[src/rtl/demux8_pkg.sv]
// Shared constants and state encoding for the demux8_collect receive-side deserialiser.
package demux8_pkg;

  localparam int DEMUX8_LANES  = 8;
  localparam int DEMUX8_ADDR_W = 3;

  localparam logic [1:0] IDLE = 2'd0;
  localparam logic [1:0] SCAN = 2'd1;
  localparam logic [1:0] DONE = 2'd2;

  typedef enum logic [1:0] {
    ST_IDLE = IDLE,
    ST_SCAN = SCAN,
    ST_DONE = DONE
  } demux8_state_e;

endpackage

[src/rtl/demux8_lane_dec.sv]
// Combinational binary-to-one-hot lane decoder; output is all zero when en is low.
module demux8_lane_dec
  import demux8_pkg::*;
#(
  parameter int LANES  = DEMUX8_LANES,
  parameter int ADDR_W = DEMUX8_ADDR_W
) (
  input  logic [ADDR_W-1:0] addr,
  input  logic              en,
  output logic [LANES-1:0]  onehot
);

  // One-hot select gated by the enable (the serial data bit in practice)
  always_comb begin
    onehot = '0;
    if (en) begin
      onehot[addr] = 1'b1;
    end else begin
      onehot = '0;
    end
  end

endmodule

[src/rtl/demux8_collect.sv]
// Drives the 8:1 mux select, samples its serial bit per lane and reassembles the word.
// Optional macro DEMUX8_COLLECT_PARITY_EN adds a registered parity_out of each completed word.
module demux8_collect
  import demux8_pkg::*;
#(
  parameter int LANES  = DEMUX8_LANES,
  parameter int ADDR_W = DEMUX8_ADDR_W
) (
  input  logic              clk,
  input  logic              rst,
  input  logic              en,
  input  logic              start,
  input  logic              d_in,
  output logic [ADDR_W-1:0] addr_out,
  output logic              busy,
  output logic [LANES-1:0]  demux_out,
  output logic [LANES-1:0]  word_out,
  output logic              word_valid
`ifdef DEMUX8_COLLECT_PARITY_EN
  ,
  output logic              parity_out
`endif
);

  localparam logic [ADDR_W-1:0] LAST_ADDR = ADDR_W'(LANES - 1);

  demux8_state_e     state_q, state_d;
  logic [ADDR_W-1:0] addr_q, addr_d;
  logic              busy_q, busy_d;
  logic [LANES-1:0]  demux_q, demux_d;
  logic [LANES-1:0]  word_q, word_d;
  logic              valid_q, valid_d;
  logic [LANES-1:0]  buf_q, buf_d;
  logic              parity_q, parity_d;
  logic [LANES-1:0]  lane_dec_s;

  demux8_lane_dec #(
    .LANES  (LANES),
    .ADDR_W (ADDR_W)
  ) u_lane_dec (
    .addr   (addr_q),
    .en     (d_in),
    .onehot (lane_dec_s)
  );

  // Next-state logic: scan sequencing, lane sampling and word assembly
  always_comb begin
    state_d  = state_q;
    addr_d   = addr_q;
    busy_d   = busy_q;
    demux_d  = demux_q;
    word_d   = word_q;
    valid_d  = valid_q;
    buf_d    = buf_q;
    parity_d = parity_q;
    case (state_q)
      ST_IDLE: begin
        addr_d  = '0;
        demux_d = '0;
        valid_d = 1'b0;
        if (start) begin
          state_d = ST_SCAN;
          busy_d  = 1'b1;
        end else begin
          state_d = ST_IDLE;
          busy_d  = 1'b0;
        end
      end
      ST_SCAN: begin
        if (en) begin
          buf_d[addr_q] = d_in;
          demux_d       = lane_dec_s;
          if (addr_q == LAST_ADDR) begin
            // Final lane comes straight from d_in; the buffer holds lanes 0..LANES-2
            word_d   = {d_in, buf_q[LANES-2:0]};
            parity_d = ^{d_in, buf_q[LANES-2:0]};
            valid_d  = 1'b1;
            busy_d   = 1'b0;
            addr_d   = '0;
            state_d  = ST_DONE;
          end else begin
            addr_d = addr_q + ADDR_W'(1);
          end
        end else begin
          state_d = ST_SCAN;
        end
      end
      ST_DONE: begin
        valid_d = 1'b0;
        demux_d = '0;
        state_d = ST_IDLE;
      end
      default: begin
        state_d = ST_IDLE;
        addr_d  = '0;
        busy_d  = 1'b0;
        demux_d = '0;
        valid_d = 1'b0;
      end
    endcase
  end

  // State registers with asynchronous active-high reset
  always_ff @(posedge clk or posedge rst) begin
    if (rst) begin
      state_q  <= ST_IDLE;
      addr_q   <= '0;
      busy_q   <= 1'b0;
      demux_q  <= '0;
      word_q   <= '0;
      valid_q  <= 1'b0;
      buf_q    <= '0;
      parity_q <= 1'b0;
    end else begin
      state_q  <= state_d;
      addr_q   <= addr_d;
      busy_q   <= busy_d;
      demux_q  <= demux_d;
      word_q   <= word_d;
      valid_q  <= valid_d;
      buf_q    <= buf_d;
      parity_q <= parity_d;
    end
  end

  assign addr_out   = addr_q;
  assign busy       = busy_q;
  assign demux_out  = demux_q;
  assign word_out   = word_q;
  assign word_valid = valid_q;

`ifdef DEMUX8_COLLECT_PARITY_EN
  assign parity_out = parity_q;
`else
  logic unused_parity_s;
  assign unused_parity_s = parity_q;
`endif

endmodule

[config.mk]
export PLATFORM = sky130hd
export DESIGN_NAME = demux8_collect
export DESIGN_NICKNAME = d
export VERILOG_FILES = /design/src/rtl/demux8_pkg.sv /design/src/rtl/demux8_lane_dec.sv /design/src/rtl/demux8_collect.sv
export SDC_FILE = /design/constraint.sdc
export NUM_CORES = 1
export LEC_CHECK = 0
export CAP_MARGIN = 10
export CORE_MARGIN = 3
export CORE_UTILIZATION = 46
export CTS_BUF_LIST = sky130_fd_sc_hd__clkbuf_8
export DETAILED_ROUTE_END_ITERATION = 8
export PLACE_DENSITY = 0.73
export SLEW_MARGIN = 25
export SYNTH_ARGS = -nofsm -noshare
export SYNTH_HDL_FRONTEND = slang
export SYNTH_SLANG_ARGS = --single-unit
[constraint.sdc]
create_clock -name clk -period 2.15 [get_ports clk]
set_clock_uncertainty 0.05 [all_clocks]
set_input_delay 0.645 -clock clk [delete_from_list [all_inputs] [get_ports clk]]
set_output_delay 0.645 -clock clk [all_outputs]
set_load 0.1 [all_outputs]
==> results.toml <==
[clock_tree]
cts_buffers = 5
cts_hold_buffers = 0
clk_path_buf_depth = 2
cts_resized = 0
cts_tree = "done"
h-tree-depth = 2
cts_setup_buffers = 0
clock-sinks = 30
cts_root_buf = "clkbuf_8"
path_clk_slew_ns = 0.06
clk_latency_ns = 0.28

[grt]
grt_pass1_wl_mm = 4.450
first_global_vias = 946
grt_overflow_total = 0
antenna_found_initial = 0
grt_use_total = 0.1763
grt_max_degree = 31

[worst_setup_path]
rrSetupSlack_ns = 0.39
path_class = "in2reg"
required_ns = 2.26
reg2regPathDepth = 4
setup.worst_path.end = "buf_q[5]"
cp_data_arrival_time_ns = 2.05
reg2reg_from = "addr_out[0]"
r2r_end = "word_out[1]"
start_kind = "input port"
cp-startpoint = "en"
worstPathMaxFanout = 5
critPathCaptureType = "flip-flop"

[floorplanning]
start_util = 0.5024
die_h_um = 58.96
die-width_um = 58.96
rows = 18
fp.coreArea_um2 = 2567
top_level_ports = 26
die_area_um2 = 3476

[synth]
ys_seq_area_frac = 0.5820
postSynthAreaPerCell_um2 = 12.06
ys_warn_count = 0
synthSimpleGateAreaFrac = 0.1435
netlist_instances = 107
synth_xor_area_frac = 0
netlist_area_um2 = 1290
synth_nets = 114
async_flop_share = 1.000
muxShareOfSynthArea = 0.1028
synth_top_family_by_area = "simple AND/OR/NAND/NOR gates"
synth_flop_cell = "dfrtp_1"
synth-adder-area-share = 0.01940
synth-seq-cells = 30
synth.distinct_cells = 30
synth-compound-area-share = 0.1174
synth_edf_count = 0

[timing]
fin_ws_ns = 0.2155
min_period_over_period = 0.8998
setup_viol = 0
finalCriticalPeriod_ns = 1.935
worstMarginPinSlew_ns = 0.4338
drv_slew = 0
rsz0062_at_grt = "false"
hold_violations = 0
fmax_mhz = 516.9
slew_headroom = 0.7070

[final_layout]
final_cell_mix = "30 x dfrtp_1, 21 x buf_12, 12 x nand2_1"
seq_area_um2 = 750.7
area_delta_synth_final_pct = 47.43
multi_input_area_um2 = 494.2
layout.cells.most_common = "dfrtp_1"
fillers = 178
diodes = 0
layout.nets = 147
drive_above_1_share = 0.3617

[routing]
drc = 0
ant_nets = 0
drt-met1-wl_mm = 1.077
totalWireLength_mm = 2.636
highest_layer = "met4"
routedWlPerCell_um = 15.42
first_pass_iters = 4
drt_first_iter_violations = 17
routed-wl-met3_um = 165
vias = 936
vias_per_cell = 5.474
dr_wl_met2_mm = 1.336

[placed_design]
hpwl_mm = 1.940
place.gp.congestion = 0.7832
port_buffers = 25
dp_slack_ns = -0.06664

[hold_path]
holdCritPathClass = "reg2reg"
worstHoldPathCells = 1

[status]
status = "complete, no violations"

[flow_run]
drv_cap = 0
cells by family (layout without fill, tap and decap cells):
logic type                 Yosys count  after routing
AOI/OAI and AO/OA                   25             25
adders and majority gates            2              2
buffers and inverters                7             41
DFF                                 30             30
muxes                               12             12
and+or+nand+nor                     31             31
metal layers:
| layer | vias to the layer above | GRT usage |
|---|---|---|
| met5 | - | 0 |
| met4 | 0 | 0.09061 |
| met3 | 7 | 0.06140 |
| met2 | 29 | 0.2808 |
| met1 | 453 | 0.2099 |
| li1 | 447 | - |
synthesized netlist by cell type (2+ instances only):
master     count  area (µm²)
buf_6          2       22.52
dfrtp_1       30       750.7
ha_1           2       25.02
inv_1          3       11.26
mux2_2        10       112.6
mux2i_1        2       20.02
nand2_1       12       45.04
nand2b_1       2       12.51
nand3_1        2       10.01
nand3b_1       2       15.01
nor2b_1        2       12.51
nor3_1         2       10.01
o21ai_0        8       40.04
o21ai_1        8       40.04
o2bb2ai_1      2       17.52
o31ai_1        3       22.52
or2_4          2       17.52
layout make-up:
class                      instances  area share
sequential                        30      0.3947
timing repair buffer              30      0.2618
multi-input combinational         70      0.2599
clock buffer                       8     0.05790
tap                               30     0.01974
inverter                           3    0.005921
sequential cells by signal, summed over array words and instances (netlist names):
name,count
demux_out,8
addr_out,3
word_out,8
buf_q,7
busy,1
word_valid,1
state_q,2
critical path, cell delays in order:
cell and delay (ns):
clkdlybuf4s50_1 0.54, nand3b_1 0.17, nor3_1 0.31, mux2_2 0.38
through the flow:
step	utilization	area (µm²)	instances	hold slack (ns)	setup TNS, ns
CTS	0.7407	1902	171	0.4595	0
detailed placement	0.6979	1792	163	0.4457	-0.1252
global route	0.7407	1902	171	0.4784	0
finish	0.7407	1902	171	0.4535	0
floorplan	-	1290	107	0.4162	0
global placement	0.6979	1792	163	0.4448	-0.01507
how the worst min path moves through the flow:
stage          slack, ns     start           to
6_report            0.45  buf_q[4]     buf_q[4]
5_1_grt             0.48  buf_q[4]     buf_q[4]
4_1_cts             0.46  buf_q[3]  word_out[3]
3_5_place_dp        0.45  buf_q[3]  word_out[3]
3_3_place_gp        0.44  buf_q[3]  word_out[3]
2_1_floorplan       0.42  buf_q[6]     buf_q[6]
Power is not shown: default switching activity piles up to over one toggle a cycle in this logic, so the estimate is an artifact.
